--- src/rtl/xgmii2gmii_cvt.sv ---
// rtl/xgmii2gmii_cvt.sv - 64-bit XGMII-like word stream to GMII octet / MII nibble converter
module xgmii2gmii_cvt #(
  parameter int CNT_W = 16
) (
  input  logic             clk,
  input  logic             rst_n,
  input  logic             mii_mode_i,
  output logic             ld_o,
  input  logic [63:0]      xd_i,
  input  logic [7:0]       xc_i,
  output logic             en_o,
  output logic             er_o,
  output logic [7:0]       d_o,
  output logic [CNT_W-1:0] frm_cnt_o,
  output logic [CNT_W-1:0] err_cnt_o
);

  localparam logic [7:0] C_START = 8'hFB;
  localparam logic [7:0] C_TERM  = 8'hFD;
  localparam logic [7:0] C_ERROR = 8'hFE;
  localparam logic [7:0] C_IDLE  = 8'h07;

  localparam logic [0:0] S_IDLE  = 1'b0;
  localparam logic [0:0] S_FRAME = 1'b1;

  logic [3:0]  cnt;
  logic        mode_r;
  logic [63:0] hd;
  logic [7:0]  hc;
  logic [0:0]  state;
  logic [3:0]  hi_nib;

  logic [2:0]  lane;
  logic        nib_hi;
  logic [7:0]  oct;
  logic        ctl;

  logic        nx_en;
  logic        nx_er;
  logic [7:0]  nx_d;
  logic [0:0]  nx_state;
  logic        frm_inc;
  logic        err_inc;

  assign ld_o   = (cnt == (mode_r ? 4'd15 : 4'd7));
  // In MII each lane occupies two phases: even phase decodes, odd phase sends the high nibble
  assign lane   = mode_r ? cnt[3:1] : cnt[2:0];
  assign nib_hi = mode_r & cnt[0];
  assign oct    = hd[{lane, 3'b000} +: 8];
  assign ctl    = hc[lane];

  always_comb begin
    nx_en    = 1'b0;
    nx_er    = 1'b0;
    nx_d     = 8'h00;
    nx_state = state;
    frm_inc  = 1'b0;
    err_inc  = 1'b0;
    case (state)
      S_IDLE: begin
        if (!ctl) begin
          err_inc = 1'b1;
        end else if (oct == C_START) begin
          if (lane[1:0] == 2'b00) begin
            nx_en    = 1'b1;
            nx_d     = 8'h55;
            nx_state = S_FRAME;
          end else begin
            err_inc = 1'b1;
          end
        end else if (oct == C_ERROR) begin
          nx_er = 1'b1;
          nx_d  = 8'h0E;
        end
      end
      default: begin
        if (!ctl) begin
          nx_en = 1'b1;
          nx_d  = oct;
        end else if (oct == C_TERM) begin
          frm_inc  = 1'b1;
          nx_state = S_IDLE;
        end else if (oct == C_ERROR) begin
          nx_en   = 1'b1;
          nx_er   = 1'b1;
          nx_d    = C_ERROR;
          err_inc = 1'b1;
        end else begin
          nx_en    = 1'b1;
          nx_er    = 1'b1;
          nx_d     = oct;
          err_inc  = 1'b1;
          nx_state = S_IDLE;
        end
      end
    endcase
  end

  always_ff @(posedge clk or negedge rst_n) begin
    if (!rst_n) begin
      cnt       <= 4'd0;
      mode_r    <= 1'b0;
      // Holding register starts as an all-IDLE word so the first pass is silent
      hd        <= {8{C_IDLE}};
      hc        <= 8'hFF;
      state     <= S_IDLE;
      hi_nib    <= 4'h0;
      en_o      <= 1'b0;
      er_o      <= 1'b0;
      d_o       <= 8'h00;
      frm_cnt_o <= '0;
      err_cnt_o <= '0;
    end else begin
      cnt <= ld_o ? 4'd0 : cnt + 4'd1;
      if (ld_o) begin
        hd     <= xd_i;
        hc     <= xc_i;
        mode_r <= mii_mode_i;
      end
      if (nib_hi) begin
        d_o <= {4'h0, hi_nib};
      end else begin
        en_o   <= nx_en;
        er_o   <= nx_er;
        d_o    <= mode_r ? {4'h0, nx_d[3:0]} : nx_d;
        hi_nib <= nx_d[7:4];
        state  <= nx_state;
        if (frm_inc && (frm_cnt_o != {CNT_W{1'b1}}))
          frm_cnt_o <= frm_cnt_o + 1'b1;
        if (err_inc && (err_cnt_o != {CNT_W{1'b1}}))
          err_cnt_o <= err_cnt_o + 1'b1;
      end
    end
  end

endmodule

--- config.mk ---
export PLATFORM = sky130hd
export DESIGN_NAME = xgmii2gmii_cvt
export DESIGN_NICKNAME = d
export VERILOG_FILES = /design/src/rtl/xgmii2gmii_cvt.sv
export SDC_FILE = /design/constraint.sdc
export NUM_CORES = 1
export LEC_CHECK = 0
export ABC_AREA = 0
export CELL_PAD_IN_SITES_DETAIL_PLACEMENT = 1
export CELL_PAD_IN_SITES_GLOBAL_PLACEMENT = 2
export CORE_MARGIN = 3
export CORE_UTILIZATION = 38
export DETAILED_ROUTE_END_ITERATION = 16
export DONT_BUFFER_PORTS = 1
export GPL_TIMING_DRIVEN = 0
export HOLD_SLACK_MARGIN = 0.05
export PLACE_DENSITY = 0.84
export SETUP_SLACK_MARGIN = 0.5
export SLEW_MARGIN = 20
export SYNTH_ARGS = -nofsm -noshare
export SYNTH_HDL_FRONTEND = slang
export SYNTH_SLANG_ARGS = --single-unit
--- constraint.sdc ---
create_clock -name clk -period 2.8 [get_ports clk]
set_input_delay 0.42 -clock clk [delete_from_list [all_inputs] [get_ports clk]]
set_output_delay 0.42 -clock clk [all_outputs]
set_load 0.02 [all_outputs]
* Word level (Yosys, flattened, before mapping) *
Cells that the tools add are included.

word-level totals
  register bits after elaboration = 124
  latch bits = 0
  RAM bits = 0
  memory bits (read-only) = 0
  output and inout bits = 43
  memories = 0

operators by class
  add/subtract/negate cells = 3
  multipliers = 0
  divide/modulo/power cells = 0
  order comparisons = 1
  equal/unequal tests = 6
  shift-type cells = 1
  muxes and demuxes = 36
  bitwise logic cells = 2
  reduce and logical (&&, ||, !) cells = 5

operator list
  operator               count
  $mux 8                 8
  $shiftx 64x7->8        1
  $add 16x1->16 const B  2
  $ne 16x16->1 const B   2
  $eq 8x8->1 const B     3
  $mux 1                 22
  $mux 4                 3
  $mux 7                 1
  $add 4x1->4 const B    1
  $eq 4x4->1             1
  $lt 3x4->1 const B     1
  $reduce_and 2->1       2
  $bmux 1 s3             1
  $mux 3                 1
  $logic_and 1x1->1      2
  $logic_not 2->1        1
  $and 1x1->1            1
  $not 1->1              1

* Logic depth before layout (Yosys ltp) *
  word-level depth = 9
  gate-level depth with buffers = 12

* Least setup slack after synthesis *
No wires, ideal clock.

  path type = reg-to-reg
  start point = reg cnt[1]
  end point = reg err_cnt_o[3]
  setup time = 0.134 ns
  arrival = 2.601 ns
  required time = 2.666 ns
  slack = 0.065 ns
  stages on the path, launching flop included = 13
  period minus slack after synthesis = 2.735 ns
  path through = dfrtp_1 -> buf_4 -> nor2b_1 -> buf_6 -> buf_6 -> a22oi_1 -> nand3_1 -> a222oi_1 -> nand4b_1 -> a221oi_4 -> buf_6 -> nor3_1 -> xor2_1

between the ends
  longest elaborated chain between the ends = 8

ends and longest elaborated chain
  what                                                       RTL line  source
  from (decl)                                                26        logic [3:0] cnt;
  from (signal assigned)                                     114       cnt <= ld_o ? 4'd0 : cnt + 4'd1;
  $mux 3 (*)                                                 47        assign lane = mode_r ? cnt[3:1] : cnt[2:0];
  $shiftx 64x7->8 / $logic_not 2->1 (equally long branches)  49, 64
  $eq 8x8->1, or another cell as far along                   63        end else if (oct == C_START) begin
  $mux 1, on equally long branches                           63, 80
  $mux 1, on equally long branches                           61, 77
  $mux 1 (*)                                                 59        case (state)
  $logic_and 1x1->1 (*)                                      130       if (err_inc && (err_cnt_o != {CNT_W{1'b1}}))
  $reduce_and 2->1 (no line) (*)                             -
  to (signal assigned)                                       131       err_cnt_o <= err_cnt_o + 1'b1;
  to (decl)                                                  15        output logic [CNT_W-1:0] err_cnt_o

Mark *: on every way between the ends. The rest lies on a longest branch, timed or not. The select of a mux whose other input is x is not followed.
A chain may end at the register's enable or synchronous reset.

* Worst setup path after layout *
  start point = reg cnt[1]
  end point = reg d_o[2]

between the ends
  longest elaborated chain between the ends = 9

ends and longest elaborated chain
  what                                     RTL line  source
  $mux 3 (*)                               47
  $shiftx 64x7->8                          49        assign oct = hd[{lane, 3'b000} +: 8];
  $eq 8x8->1                               71, 83
  $mux 4 / $mux 8 (equally long branches)  71, 83
  $mux 8, on equally long branches         63, 80
  $mux 8, on equally long branches         61, 77
  $mux 8 (*)                               59
  $mux 8 (*)                               125       d_o <= mode_r ? {4'h0, nx_d[3:0]} : nx_d;
  $mux 8 (*)                               120       if (nib_hi) begin
  to (signal assigned)                     121       d_o <= {4'h0, hi_nib};
  to (signal assigned)                     125
  to (decl)                                13        output logic [7:0] d_o,

Marks and branches as above.

==> out/results.ini <==
[finish]
layout-drive-gt1-share_pct = 48.0
nets = 669
area_growth_pct = 30.7

[sta]
tns_ns = -5.89
report.final.slew_viol_count = 0
finalCriticalPeriod_ns = 3.04
maxSlewHeadroom_pct = 68.8
holdWs_ns = -0.297
rsz0062_at_grt = yes
tightestPinTransition_ns = 0.469
setup_ws_ns = -0.240
fin_crit_sh_pct = 109
finalSetupViolCount = 45
hold_viol_final = 124
fmax_mhz = 329
fin_skew_ns = 0.00899

[clock_network]
htree_levels = 4
cts_tree = done
cts.root.buffer_cell = clkbuf_16
path_clk_slew_ns = 0.06
clock_latency_ns = 0.42
cts_buffer_depth = 2
cts_buffers = 17
numClockSinks = 124

[pwr]
irDropWorstVdd_mv = 0.571
p_clk_share_pct = 26.1
p_switching_mw = 3.05
power.share.sequential_pct = 36.9
internal_power_mw = 5.57
finalPower_mw = 8.62
leakagePower_nw = 3.67
p_comb_share_pct = 37.0
swShare_pct = 35.4
power_density_mw_per_mm2 = 1040

[floorplanning]
ioPinCount = 118
initial_core_util_pct = 39.3
core_region_area_mm2 = 0.0161
die_area_mm2 = 0.0183
placementRows = 46
dieWidth_um = 135
die_h_um = 135

[synth]
ys_seq_area_share_pct = 49.6
synth_cell_types = 43
syn_nets = 607
synth-xor-area-share_pct = 4.56
synthAdderAreaFrac_pct = 0.592
async_flop_share_pct = 100
synth_edf_count = 0
synthMuxAreaShare_pct = 25.2
postSynthAreaPerCell_um2 = 12.0
synth_simple_gate_area_share_pct = 10.6
ys_ff_latch = 124
syn_inst = 529
ys.flop_type = dfrtp_1
synth_compound_area_share_pct = 6.47
yosys_warnings = 0
synth_top_family_by_area = multiplexers
syn_area_mm2 = 0.00634

[critical_path]
arrival_ns = 3.33
crit_required_ns = 3.09
worstSetupEndpointType = flip-flop
cp_max_fo = 8
critPathLaunchType = flip-flop
critPathKind = reg -> reg

[placed_design]
place.gp.congestion = 0.750
io_buffers = 0
dp.final_hpwl_mm = 12.0

[route]
wl_met1_mm = 7.93
wl_per_cell_um = 22.6
highest_layer = met5
dr_total_vias = 4608
ant_nets = 0
finalWirelength_mm = 18.6
met3_length_um = 801
met2_length_mm = 9.55
first_pass_iters = 6
drtIter0Drc = 193
drc_errors = 0
viasPerCell = 5.61

[hold_path]
worstHoldPathType = in -> async

[global_route]
grt_first_pass_wirelength_mm = 28.9
track_usage_pct = 20.6
grt-ovfl-total = 0
grt_max_degree = 125
grt_pass1_vias = 5166
antenna_found_initial = 2

[outcome]
outcome = complete, but fails checks
violations = negative hold slack, negative setup slack

[run]
cap_violations = 0

==> layout make-up <==
class / instances / area (um^2)
Antenna cell: 2 / 5.00
Buffer: 32 / 298
Clock buffer: 20 / 457
Clock inverter: 12 / 145
Fill cell: 1633 / 7830
Inverter: 1 / 3.75
Multi-Input combinational cell: 372 / 3560
Sequential cell: 124 / 3150
Tap cell: 216 / 270
Timing Repair Buffer: 43 / 394
==> cell usage in the layout, fill, tap and decap left out, drive strengths merged, types with 2 or more instances in the layout <==
cell    count
nand2      29
diode       2
clkinv      8
ha          3
a31oi       3
dfstp      32
o31ai       2
nand4       4
clkbuf     30
o21ai       4
nor3       15
and4        3
xor2       26
mux2       76
nand3      34
and3        7
a221oi      2
buf        64
and2       10
nor2b       6
bufinv      3
a21oi       4
dfrtp      92
and4b       2
nor2       18
mux2i      74
a22oi      33
xnor2       7
a222oi      2
==> cells by family (layout without fill, tap and decap cells) <==
logic type	count (synthesis)	in the layout
multiplexers	150	150
AND/OR/NAND/NOR	132	132
flip-flops	124	124
AO/OA/AOI/OAI	54	54
XOR/XNOR	33	33
buffers and inverters	33	108
adder cells (fa/ha/maj)	3	3
other	0	2
==> power by group through the flow <==
| stage | logic, mW | clock network, mW | registers, mW |
|---|---|---|---|
| after detailed placement | 2.18 | 0 | 3.19 |
| after floorplan | 1.70 | 0 | 3.01 |
| after CTS | 2.85 | 2.30 | 3.18 |
| final | 3.19 | 2.25 | 3.18 |
| after global placement | 2.07 | 0 | 3.14 |
| after global routing | 3.43 | 2.39 | 3.28 |
==> timing repair <==
item	in CTS	in global routing
pin swaps	17	21
hold endpoints to repair	124	124
resized for setup	108	51
setup buffers	37	5
endpoints found under the setup margin	113	88
cloned	1	0
==> state kept, by name (all words and copies together) (netlist names), 4 cells and up <==
signal	count
hd	64
err_cnt_o	16
frm_cnt_o	16
d_o	8
hc	8
cnt	4
hi_nib	4
==> per-layer routing <==
layer | vias to the layer above | track usage, %
met2 | 114 | 34.1
li1 | 2058 | -
met5 | - | 0
met3 | 26 | 5.50
met4 | 2 | 7.00
met1 | 2408 | 26.2
==> synth_stat cells, types with 3 or more instances <==
library cell   n  area share, %
dfrtp_1       92             36
mux2_2        75             13
mux2i_1       73             12
nand3_1       34            2.7
a22oi_1       33            3.9
dfstp_2       32             13
nand2_1       29            1.7
xor2_1        26            3.6
nor2_1        17            1.0
nor3_1        15            1.2
clkbuf_1      11           0.65
and2_1        10           0.99
and3_1         7           0.69
buf_4          7           0.83
xnor2_1        7           0.97
buf_2          6           0.47
nor2b_1        6           0.59
a21oi_1        4           0.32
buf_1          4           0.24
buf_6          4           0.71
nand4_1        4           0.39
a31oi_1        3           0.30
and4_1         3           0.41
ha_1           3           0.59
o21ai_1        3           0.24
==> worst paths after layout <==
kind	start	slack, ns	to	cells after the start
max in group asynchronous	rst_n	2.87	hd[58]	0
min in group clk	xd_i[4]	0.15	hd[4]	1
max reg2reg	cnt[1]	-0.24	d_o[2]	13
max	cnt[1]	-0.24	d_o[2]	13
min reg2reg	hi_nib[1]	0.50	hi_nib[1]	2
min	rst_n	-0.30	hd[7]	0
==> per-stage QoR <==
step | hold WS [ns] | instances | utilization (%) | area, um^2 | setup slack (ns)
global placement | 0.128 | 745 | 41.5 | 6690 | -0.614
detailed placement | 0.128 | 745 | 41.5 | 6690 | -0.784
finish | -0.297 | 822 | 51.4 | 8280 | -0.240
floorplan | 0.124 | 529 | - | 6420 | 0.129
global route | -0.326 | 821 | 51.4 | 8280 | -0.357
CTS | -0.322 | 815 | 49.8 | 8030 | -0.101
==> worst max-delay path, cell delays in order (launching register included) <==
cell and delay (ns):
dfrtp_1 0.39, buf_6 0.15, nor2b_4 0.12, buf_6 0.14, buf_8 0.15, a22oi_2 0.18, nand3_2 0.14, a222oi_1 0.37
buf_4 0.19, nand4b_1 0.19, buf_4 0.22, o21a_4 0.22, a21boi_2 0.15, o32a_1 0.31
(Power assumes the default switching activity.)
